File: src/rtl/mem_write_sequencer_pkg.sv
// ----------------------------------------------------------------------------
// mem_write_sequencer_pkg
// Shared definitions for the memory write sequencer:
//   - default address / data widths and the largest CPU store size
//   - FSM state encoding (IDLE / CPU_WR / DMA_WR)
//   - last-grant encoding used by the round-robin arbiter
//   - requester bit positions inside the two-bit req/gnt vectors
//   - helper deciding whether the pipeline must stay frozen
// ----------------------------------------------------------------------------
package mem_write_sequencer_pkg;

  localparam int ADR_W = 16;  // default address width
  localparam int DAT_W = 8;   // default byte width
  localparam int MAX_B = 3;   // largest CPU store in bytes
  localparam int CNT_W = 2;   // width of the CPU byte-count field

  // Requester positions inside the req/gnt vectors of the arbiter.
  localparam int IDX_CPU = 0;
  localparam int IDX_DMA = 1;

  typedef enum logic [1:0] {
    IDLE   = 2'd0,
    CPU_WR = 2'd1,
    DMA_WR = 2'd2
  } state_e;

  typedef enum logic {
    GNT_CPU = 1'b0,
    GNT_DMA = 1'b1
  } gnt_e;

  // The pipeline stays frozen while more than one byte (the one on the
  // bus in that cycle included) is still left to write.
  function automatic logic stall_for(input logic [CNT_W-1:0] bytes_left);
    return (bytes_left > CNT_W'(1));
  endfunction

endpackage

File: src/rtl/mem_write_sequencer_rr_arb2.sv
// ----------------------------------------------------------------------------
// mem_write_sequencer_rr_arb2
// Two-requester round-robin arbiter with a last-grant register.
// A grant is only possible while slot_en is high; on a tie the requester
// that was not granted last wins. last_gnt resets to DMA, so the CPU wins
// the first tie after reset.
//
// Ports:
//   clk_i    in   clock, rising edge
//   rst_n_i  in   asynchronous active-low reset
//   slot_en  in   accept slot; no grant outside it
//   req      in   [IDX_CPU]=CPU request, [IDX_DMA]=DMA request
//   gnt      out  one-hot combinational grant, same bit order as req
// ----------------------------------------------------------------------------
module mem_write_sequencer_rr_arb2
  import mem_write_sequencer_pkg::*;
(
  input  logic       clk_i,
  input  logic       rst_n_i,
  input  logic       slot_en,
  input  logic [1:0] req,
  output logic [1:0] gnt
);

  gnt_e last_gnt_reg;

  genvar gi;
  generate
    for (gi = 0; gi < 2; gi++) begin : g_req
      logic last_was_me;
      assign last_was_me = (last_gnt_reg == ((gi == IDX_CPU) ? GNT_CPU : GNT_DMA));
      // Win when the other side is quiet, or on a tie when the previous
      // grant went to the other side.
      assign gnt[gi] = slot_en & req[gi] & (~req[1-gi] | ~last_was_me);
    end
  endgenerate

  always_ff @(posedge clk_i or negedge rst_n_i) begin
    if (!rst_n_i) begin
      last_gnt_reg <= GNT_DMA;
    end else if (|gnt) begin
      last_gnt_reg <= gnt[IDX_DMA] ? GNT_DMA : GNT_CPU;
    end
  end

endmodule

File: src/rtl/mem_write_sequencer.sv
// ----------------------------------------------------------------------------
// mem_write_sequencer
// Write-port controller in front of a single-byte-write memory. Arbitrates
// between the pipeline store stage (1..3 byte little-endian stores) and a
// DMA/loader port (single byte), then serialises the granted request into
// one byte write per clock. Stalls the pipeline while a multi-byte store
// drains.
//
// Ports:
//   clk_i      in   clock, rising edge
//   rst_n_i    in   asynchronous active-low reset
//   cpu_req_i  in   CPU write request, held until granted
//   cpu_cnt_i  in   CPU byte count 0..3 (0 = accepted, nothing written)
//   cpu_adr_i  in   address of CPU byte 0
//   cpu_dat_i  in   CPU bytes, lowest byte = byte 0
//   cpu_gnt_o  out  combinational CPU accept strobe
//   cpu_stl_o  out  registered pipeline stall
//   dma_req_i  in   DMA single-byte write request, held until granted
//   dma_adr_i  in   DMA address
//   dma_dat_i  in   DMA byte
//   dma_gnt_o  out  combinational DMA accept strobe
//   mem_we_o   out  registered byte write enable
//   mem_adr_o  out  registered write address
//   mem_dat_o  out  registered write byte
//   busy_o     out  registered, high whenever the FSM is not IDLE
// ----------------------------------------------------------------------------
module mem_write_sequencer
  import mem_write_sequencer_pkg::*;
#(
  parameter int ADR_WIDTH = ADR_W,
  parameter int DAT_WIDTH = DAT_W,
  parameter int MAX_BYTES = MAX_B
) (
  input  logic                           clk_i,
  input  logic                           rst_n_i,
  input  logic                           cpu_req_i,
  input  logic [CNT_W-1:0]               cpu_cnt_i,
  input  logic [ADR_WIDTH-1:0]           cpu_adr_i,
  input  logic [MAX_BYTES*DAT_WIDTH-1:0] cpu_dat_i,
  output logic                           cpu_gnt_o,
  output logic                           cpu_stl_o,
  input  logic                           dma_req_i,
  input  logic [ADR_WIDTH-1:0]           dma_adr_i,
  input  logic [DAT_WIDTH-1:0]           dma_dat_i,
  output logic                           dma_gnt_o,
  output logic                           mem_we_o,
  output logic [ADR_WIDTH-1:0]           mem_adr_o,
  output logic [DAT_WIDTH-1:0]           mem_dat_o,
  output logic                           busy_o
);

  localparam int SHW = MAX_BYTES * DAT_WIDTH;

  state_e                 state_reg;
  logic [CNT_W-1:0]       rem_reg;     // bytes left, counting the one on mem_* now
  logic [SHW-1:0]         shift_reg;   // bytes still to emit, next one in the low lane
  logic                   mem_we_reg;
  logic [ADR_WIDTH-1:0]   mem_adr_reg;
  logic [DAT_WIDTH-1:0]   mem_dat_reg;
  logic                   cpu_stl_reg;
  logic                   busy_reg;

  logic [SHW-1:0]         shift_down;  // shift_reg moved down one lane
  logic [SHW-1:0]         cpu_down;    // cpu_dat_i without byte 0
  logic                   final_cycle;
  logic                   slot_en;
  logic [1:0]             req;
  logic [1:0]             gnt;
  logic                   cpu_load;

  // Lane-wise right shift by one byte; the top lane fills with zero.
  genvar gi;
  generate
    for (gi = 0; gi < MAX_BYTES; gi++) begin : g_lane
      if (gi < MAX_BYTES - 1) begin : g_mid
        assign shift_down[gi*DAT_WIDTH +: DAT_WIDTH] = shift_reg[(gi+1)*DAT_WIDTH +: DAT_WIDTH];
        assign cpu_down[gi*DAT_WIDTH +: DAT_WIDTH]   = cpu_dat_i[(gi+1)*DAT_WIDTH +: DAT_WIDTH];
      end else begin : g_top
        assign shift_down[gi*DAT_WIDTH +: DAT_WIDTH] = '0;
        assign cpu_down[gi*DAT_WIDTH +: DAT_WIDTH]   = '0;
      end
    end
  endgenerate

  // A DMA write is always a single (hence final) byte; a CPU burst is in
  // its final byte when exactly one byte is left.
  assign final_cycle = (state_reg == DMA_WR) ||
                       ((state_reg == CPU_WR) && (rem_reg == CNT_W'(1)));

  // Gating with rst_n_i keeps both grants low throughout reset.
  assign slot_en = rst_n_i && ((state_reg == IDLE) || final_cycle);

  assign req[IDX_CPU] = cpu_req_i;
  assign req[IDX_DMA] = dma_req_i;

  mem_write_sequencer_rr_arb2 u_arb (
    .clk_i   (clk_i),
    .rst_n_i (rst_n_i),
    .slot_en (slot_en),
    .req     (req),
    .gnt     (gnt)
  );

  assign cpu_gnt_o = gnt[IDX_CPU];
  assign dma_gnt_o = gnt[IDX_DMA];

  // A zero-byte CPU grant is only an acknowledge; it never starts a burst.
  assign cpu_load = gnt[IDX_CPU] && (cpu_cnt_i != '0);

  always_ff @(posedge clk_i or negedge rst_n_i) begin
    if (!rst_n_i) begin
      state_reg   <= IDLE;
      rem_reg     <= '0;
      shift_reg   <= '0;
      mem_we_reg  <= 1'b0;
      mem_adr_reg <= '0;
      mem_dat_reg <= '0;
      cpu_stl_reg <= 1'b0;
      busy_reg    <= 1'b0;
    end else if (cpu_load) begin
      // Byte 0 goes straight to the bus; the rest wait in the shifter.
      state_reg   <= CPU_WR;
      rem_reg     <= cpu_cnt_i;
      shift_reg   <= cpu_down;
      mem_we_reg  <= 1'b1;
      mem_adr_reg <= cpu_adr_i;
      mem_dat_reg <= cpu_dat_i[DAT_WIDTH-1:0];
      cpu_stl_reg <= stall_for(cpu_cnt_i);
      busy_reg    <= 1'b1;
    end else if (gnt[IDX_DMA]) begin
      state_reg   <= DMA_WR;
      rem_reg     <= CNT_W'(1);
      shift_reg   <= '0;
      mem_we_reg  <= 1'b1;
      mem_adr_reg <= dma_adr_i;
      mem_dat_reg <= dma_dat_i;
      cpu_stl_reg <= 1'b0;
      busy_reg    <= 1'b1;
    end else if ((state_reg == CPU_WR) && !final_cycle) begin
      // Next byte of the burst; the address wraps naturally at 2^ADR_WIDTH.
      rem_reg     <= rem_reg - CNT_W'(1);
      shift_reg   <= shift_down;
      mem_we_reg  <= 1'b1;
      mem_adr_reg <= mem_adr_reg + ADR_WIDTH'(1);
      mem_dat_reg <= shift_reg[DAT_WIDTH-1:0];
      cpu_stl_reg <= stall_for(rem_reg - CNT_W'(1));
      busy_reg    <= 1'b1;
    end else begin
      // Idle, or the last byte went out with no follow-on grant. The
      // address and data hold their last values; only the strobe drops.
      state_reg   <= IDLE;
      rem_reg     <= '0;
      mem_we_reg  <= 1'b0;
      cpu_stl_reg <= 1'b0;
      busy_reg    <= 1'b0;
    end
  end

  assign mem_we_o  = mem_we_reg;
  assign mem_adr_o = mem_adr_reg;
  assign mem_dat_o = mem_dat_reg;
  assign cpu_stl_o = cpu_stl_reg;
  assign busy_o    = busy_reg;

endmodule
File: config.mk
export PLATFORM = sky130hd
export DESIGN_NAME = mem_write_sequencer
export DESIGN_NICKNAME = d
export VERILOG_FILES = /design/src/rtl/mem_write_sequencer_pkg.sv /design/src/rtl/mem_write_sequencer_rr_arb2.sv /design/src/rtl/mem_write_sequencer.sv
export SDC_FILE = /design/constraint.sdc
export NUM_CORES = 1
export LEC_CHECK = 0
export ABC_AREA = 1
export CAP_MARGIN = 40
export CELL_PAD_IN_SITES_DETAIL_PLACEMENT = 1
export CELL_PAD_IN_SITES_GLOBAL_PLACEMENT = 2
export CORE_MARGIN = 2
export CORE_UTILIZATION = 22
export DETAILED_ROUTE_END_ITERATION = 12
export PLACE_DENSITY = 0.88
export SLEW_MARGIN = 20
export SYNTH_ARGS = -nofsm -noshare
export SYNTH_HDL_FRONTEND = slang
export SYNTH_SLANG_ARGS = --single-unit
File: constraint.sdc
create_clock -name clk_i -period 1.8 [get_ports clk_i]
set_clock_uncertainty 0.05 [all_clocks]
set_input_delay 0.45 -clock clk_i [delete_from_list [all_inputs] [get_ports clk_i]]
set_output_delay 0.45 -clock clk_i [all_outputs]
set_load 0.02 [all_outputs]
# == Word-level counts from Yosys, hierarchy flattened ==
# Index checks and enable logic that the tools add are counted.
# word_totals
register_bits,55
out_inout_bits,29
elab_cells,58
# classes
n_addsub,2
magnitude_cmp,2
eq_ne,4
mux,22
n_bitwise,9
reduce_logical,11
# op_table
cell,n
24-bit 2-to-1 mux,3
16-bit 2-to-1 mux,3
8-bit 2-to-1 mux,3
"16-bit by 1-bit adder with 16-bit output, second input constant",1
2-bit 2-to-1 mux,6
1-bit 2-to-1 mux,7
1-bit AND,4
"2-bit by 1-bit == test with 1-bit output, second input constant",2
"2-bit by 1-bit > comparator with 1-bit output, second input constant",2
1-bit logical AND,4
"3-bit != test, second input constant",1
1-bit inverter,3
3-bit nonzero test,1
"2-bit == test, second input constant",1
2-bit zero test,1
1-bit logical OR,2
1-bit bitwise OR,2
2-bit nonzero test,1
2-bit OR reduction,1
"2-bit by 1-bit subtractor with 2-bit output, second input constant",1
1-bit zero test,1

# == Logic depth before layout (Yosys ltp) ==
# logic_depth
word_depth,9
ltp_mapped,13
mapped_depth_nobuf,12

# == Hierarchy ==
# Synthesis repeated with hierarchy kept, for this count alone.
# unflattened
hier_cells,367
hier_area_um2,2672.6
# modules_own_cells
mod,instances,cells_each,area_per_inst_um2
mem_write_sequencer,1,356,2607.5
mem_write_sequencer_rr_arb2,1,11,65.1

# == Worst setup path before layout ==
# No wires, ideal clock.
# synth_timing
path_type,register to output
from,register rem_reg[1]
to,output port dma_gnt_o
arrival_ps,1233
path_slack_ps,67
stages_incl_launch_ff,9
n_path_buf,2
path_cell_list,dfrtp_1 > inv_1 > ha_1 > inv_1 > nand2_2 > nand3_2 > nor2_4 > buf_6 > buf_4
# synth_via
elab_chain_len,7
# synth_lines
element,line,rtl
start: declaration,mem_write_sequencer.sv:55,logic [CNT_W-1:0] rem_reg;
start signal: assignment,mem_write_sequencer.sv:123,rem_reg <= cpu_cnt_i;
start signal: assignment,mem_write_sequencer.sv:141,rem_reg <= rem_reg - CNT_W'(1);
2-bit by 1-bit == test with 1-bit output,mem_write_sequencer.sv:88,((state_reg == CPU_WR) && (rem_reg == CNT_W'(1)));
1-bit logical AND,mem_write_sequencer.sv:88,
1-bit logical OR,mem_write_sequencer.sv:87,assign final_cycle = (state_reg == DMA_WR) ||
1-bit logical OR,mem_write_sequencer.sv:91,assign slot_en = rst_n_i && ((state_reg == IDLE) || final_cycle);
1-bit logical AND,mem_write_sequencer.sv:91,
1-bit AND (2 in series),mem_write_sequencer_rr_arb2.sv:34,assign gnt[gi] = slot_en & req[gi] & (~req[1-gi] | ~last_was_me);
end: declaration,mem_write_sequencer.sv:45,"output logic dma_gnt_o,"
# No other way between the ends.

# == Worst setup path after layout ==
# layout_timing
from,register rem_reg[1]
to,"register mem_adr_reg[8], in the netlist mem_adr_o[8]"
# layout_via
elab_chain_len,9
# layout_lines
element,line,rtl
2-bit by 1-bit == test with 1-bit output (*),mem_write_sequencer.sv:88,
1-bit logical AND (*),mem_write_sequencer.sv:88,
1-bit logical OR (*),mem_write_sequencer.sv:87,
1-bit logical OR,mem_write_sequencer.sv:91,
1-bit logical AND,mem_write_sequencer.sv:91,
1-bit AND (2 in series),mem_write_sequencer_rr_arb2.sv:34,
16-bit 2-to-1 mux or 1-bit logical AND (tied branches),"mem_write_sequencer.sv:130, mem_write_sequencer.sv:108",
16-bit 2-to-1 mux or 3-bit nonzero test (tied branches),--,
end signal: assignment,mem_write_sequencer.sv:126,mem_adr_reg <= cpu_adr_i;
end signal: assignment,mem_write_sequencer.sv:135,mem_adr_reg <= dma_adr_i;
end signal: assignment,mem_write_sequencer.sv:144,mem_adr_reg <= mem_adr_reg + ADR_WIDTH'(1);
end: declaration,mem_write_sequencer.sv:58,logic [ADR_WIDTH-1:0] mem_adr_reg;
# Every way passes the cells marked *; elsewhere a longest branch is shown, timed or not.
# A chain may end at the register's enable or synchronous reset.

==> summary.txt <==
Status
  • Status: finished, violations left
  • Violated checks: setup timing

Yosys
  • Syn Area/Cell: 6.79 um2
  • Netlist cell types: 30
  • Post-synth ARST share: 1.00
  • Ys flop type: dfrtp_1
  • Post-Syn Nets: 500
  • Post-synth top area share: 0.396
  • Syn Inst Count: 428
  • Sequential area share after synthesis: 0.405
  • Top cells by count, synth: nand2_1 (163), nor2_1 (62), dfrtp_1 (46), inv_1 (36), nand3_1 (25)
  • Top-count cell post-synth: nand2_1
  • Post-synth EDFFs: 0
  • Ys Warns: 0
  • Post-synth top area cell: dfrtp_1
  • Dominant cells by area after synthesis: dfrtp_1 (40%), nand2_1 (21%), nor2_1 (8.0%)
  • Syn Std Cell Area: 0.00291 mm2
  • Post-synthesis sequential element count: 47

Worst setup path
  • CP endpoint kind: register
  • Worst Path Class, Setup: register to register
  • Crit-path max cell delay: 0.39 ns
  • WP buf/inv: 5
  • CP Launch Type: register
  • Crit-path leading delay family: simple AND/OR/NAND/NOR gates
  • Reg-to-Reg Start: rem_reg[1]
  • Crit-path cells: inv_2, ha_4, inv_4, nand2_4, nand3_4, nor2_4, buf_6, buf_12, nor2_8, nand2_8, buf_12, nand2_1, a21oi_1, nor2_1
  • CP max FO: 9
  • CP dominant cell by count: buf_12
  • Crit path from: rem_reg[1]
  • Crit path max-delay cell type: dfrtp_1
  • Worst EP required: 1.94 ns
  • Worst reg2reg setup slack: -0.18 ns
  • WP data arrival: 2.12 ns

Route
  • Via Count: 3,362
  • DR WL/cell: 15.5 um
  • DR iter-0 viols: 117
  • Residual DRC: 0
  • DR vias/cell: 4.46
  • Post-Route WL: 11,700 um
  • Final ANT Viol Nets: 0
  • Initial DRT Pass Iterations: 4

Worst hold path
  • Hold Crit Class: input port to async pin

Job
  • Max-cap violation count: 0

GRT
  • Gr usage total: 0.158
  • First-pass GRT wire length: 18,100 um
  • GRT overflow: 0
  • Largest net degree at the start of global routing: 48
  • Antenna violations before repair: 0
  • Number of global-route vias before repair: 3,647

Layout
  • Post-layout net count: 652
  • N_diodes: 0
  • Fill cells: 1,573
  • Synth-to-Final Area Change: 74.5%
  • Share of layout cells above drive strength 1: 0.246

STA
  • Setup TNS after final layout: -4.23 ns
  • Final setup margin: -0.181 ns
  • Rel. slew slack: 0.560
  • Worst Max-Slew Pin Slew: 0.660 ns
  • # setup viols final: 42
  • Tcrit/Tclk final: 1.10
  • Hold_ws: 0.411 ns
  • Period minus WS final: 1.98 ns
  • Final Hold Fails: 0
  • RSZ-0062 raised after global routing: yes
  • Pins Over Slew Limit: 0
  • Fmax: 505 MHz

CTS
  • CTS tree: built
  • Clock latency at the later pin of the worst-skew pair: 0.30 ns
  • H-tree Lvls: 2
  • CTS Buffer Depth: 2
  • Worst-path clk slew: 0.07 ns
  • Hold_buf cts: 0
  • CTS buffer count: 5
  • Root Driver: clkbuf_16
  • Clk sink count: 47

Power and ir drop
  • PwrDens: 1520 mW/mm2
  • Total Power: 7.72 mW
  • Leakage: 2.43 nW
  • Peak VDD IR: 565 uV

Placement
  • # port buffers: 98
  • DP Wirelength: 7960 um
  • RD Place Congestion: 0.798

Floorplanning
  • Die span in y: 119 um
  • Initial Util: 0.227
  • Die Wd: 119 um
  • I/O pins: 99
  • # rows: 41
  • DIE AREA: 0.0141 mm2
  • Total core area: 0.0128 mm2
==> layout by cell type (no fill, tap or decap), drive strengths merged, types with 2 or more instances in the layout <==
master         instances
dlymetal6s2s           8
a31oi                  2
ha                     2
nand3                 27
xor2                   2
buf                   65
nor2                  68
nand4                  9
dlygate4sd2           18
inv                   38
clkbuf                 7
dfrtp                 46
a21oi                 22
clkdlybuf4s50         69
o21ai                 23
a22o                   2
nand2                165
==> timing repair <==
| action | in CTS | in global routing |
|---|---|---|
| cloned | 1 | 3 |
| setup buffers | 15 | 12 |
| resized for setup | 95 | 46 |
| pin swaps | 29 | 16 |
| endpoints found under the setup margin | 59 | 53 |
==> kinds of logic (layout without fill, tap and decap cells) <==
logic type	after synthesis	after routing	synth area share
compound gates	50	50	0.0917
xor+xnor	3	3	0.00905
fa+ha+maj	2	2	0.00861
buf+inv	55	208	0.0891
flops	47	47	0.405
simple gates	271	271	0.396
==> tightest hold or removal path, cell delays in order <==
cell,delay [ns]
buf_2,0.13
buf_4,0.14
buf_4,0.52
==> final cells by class <==
cell class / count / area, um2 / area share
multi-input combinational: 326 / 1700 / 0.336
timing repair buffer: 162 / 1650 / 0.325
sequential: 47 / 1180 / 0.232
tap: 172 / 215 / 0.0425
inverter: 38 / 154 / 0.0304
clock buffer: 5 / 125 / 0.0247
clock inverter: 3 / 47.5 / 0.00938
==> power by group <==
| part | internal [mW] | switching (mW) |
|---|---|---|
| registers | 1.56 | 0.472 |
| clock network | 0.665 | 0.466 |
| logic | 2.07 | 2.48 |
| total | 4.30 | 3.42 |
==> metal layers <==
metal	routed length (um)	up-vias	track usage
met5	0	-	0
met4	218	0	0.0394
met3	477	18	0.0340
met2	5940	73	0.286
met1	5040	1622	0.189
li1	-	1649	-
==> through the flow <==
step / area, um2 / cells / utilization / setup WS [ns]
after floorplan: 2910 / 428 / - / 0.0667
after global placement: 4290 / 718 / 0.336 / -0.473
after detailed placement: 4290 / 718 / 0.336 / -0.525
after CTS: 4780 / 739 / 0.374 / -0.126
after global routing: 5070 / 753 / 0.397 / -0.262
final: 5070 / 753 / 0.397 / -0.181
==> worst paths after layout <==
kind	endpoint	cells past startpoint
hold reg to reg	shift_reg[9]	2
setup reg to reg	mem_adr_o[8]	14
min in group clk_i	shift_reg[9]	2
max in group asynchronous	mem_adr_o[2]	3
hold / removal	busy_o	3
setup / recovery	mem_adr_o[8]	14
No activity file was read; power rests on OpenSTA's default activity.
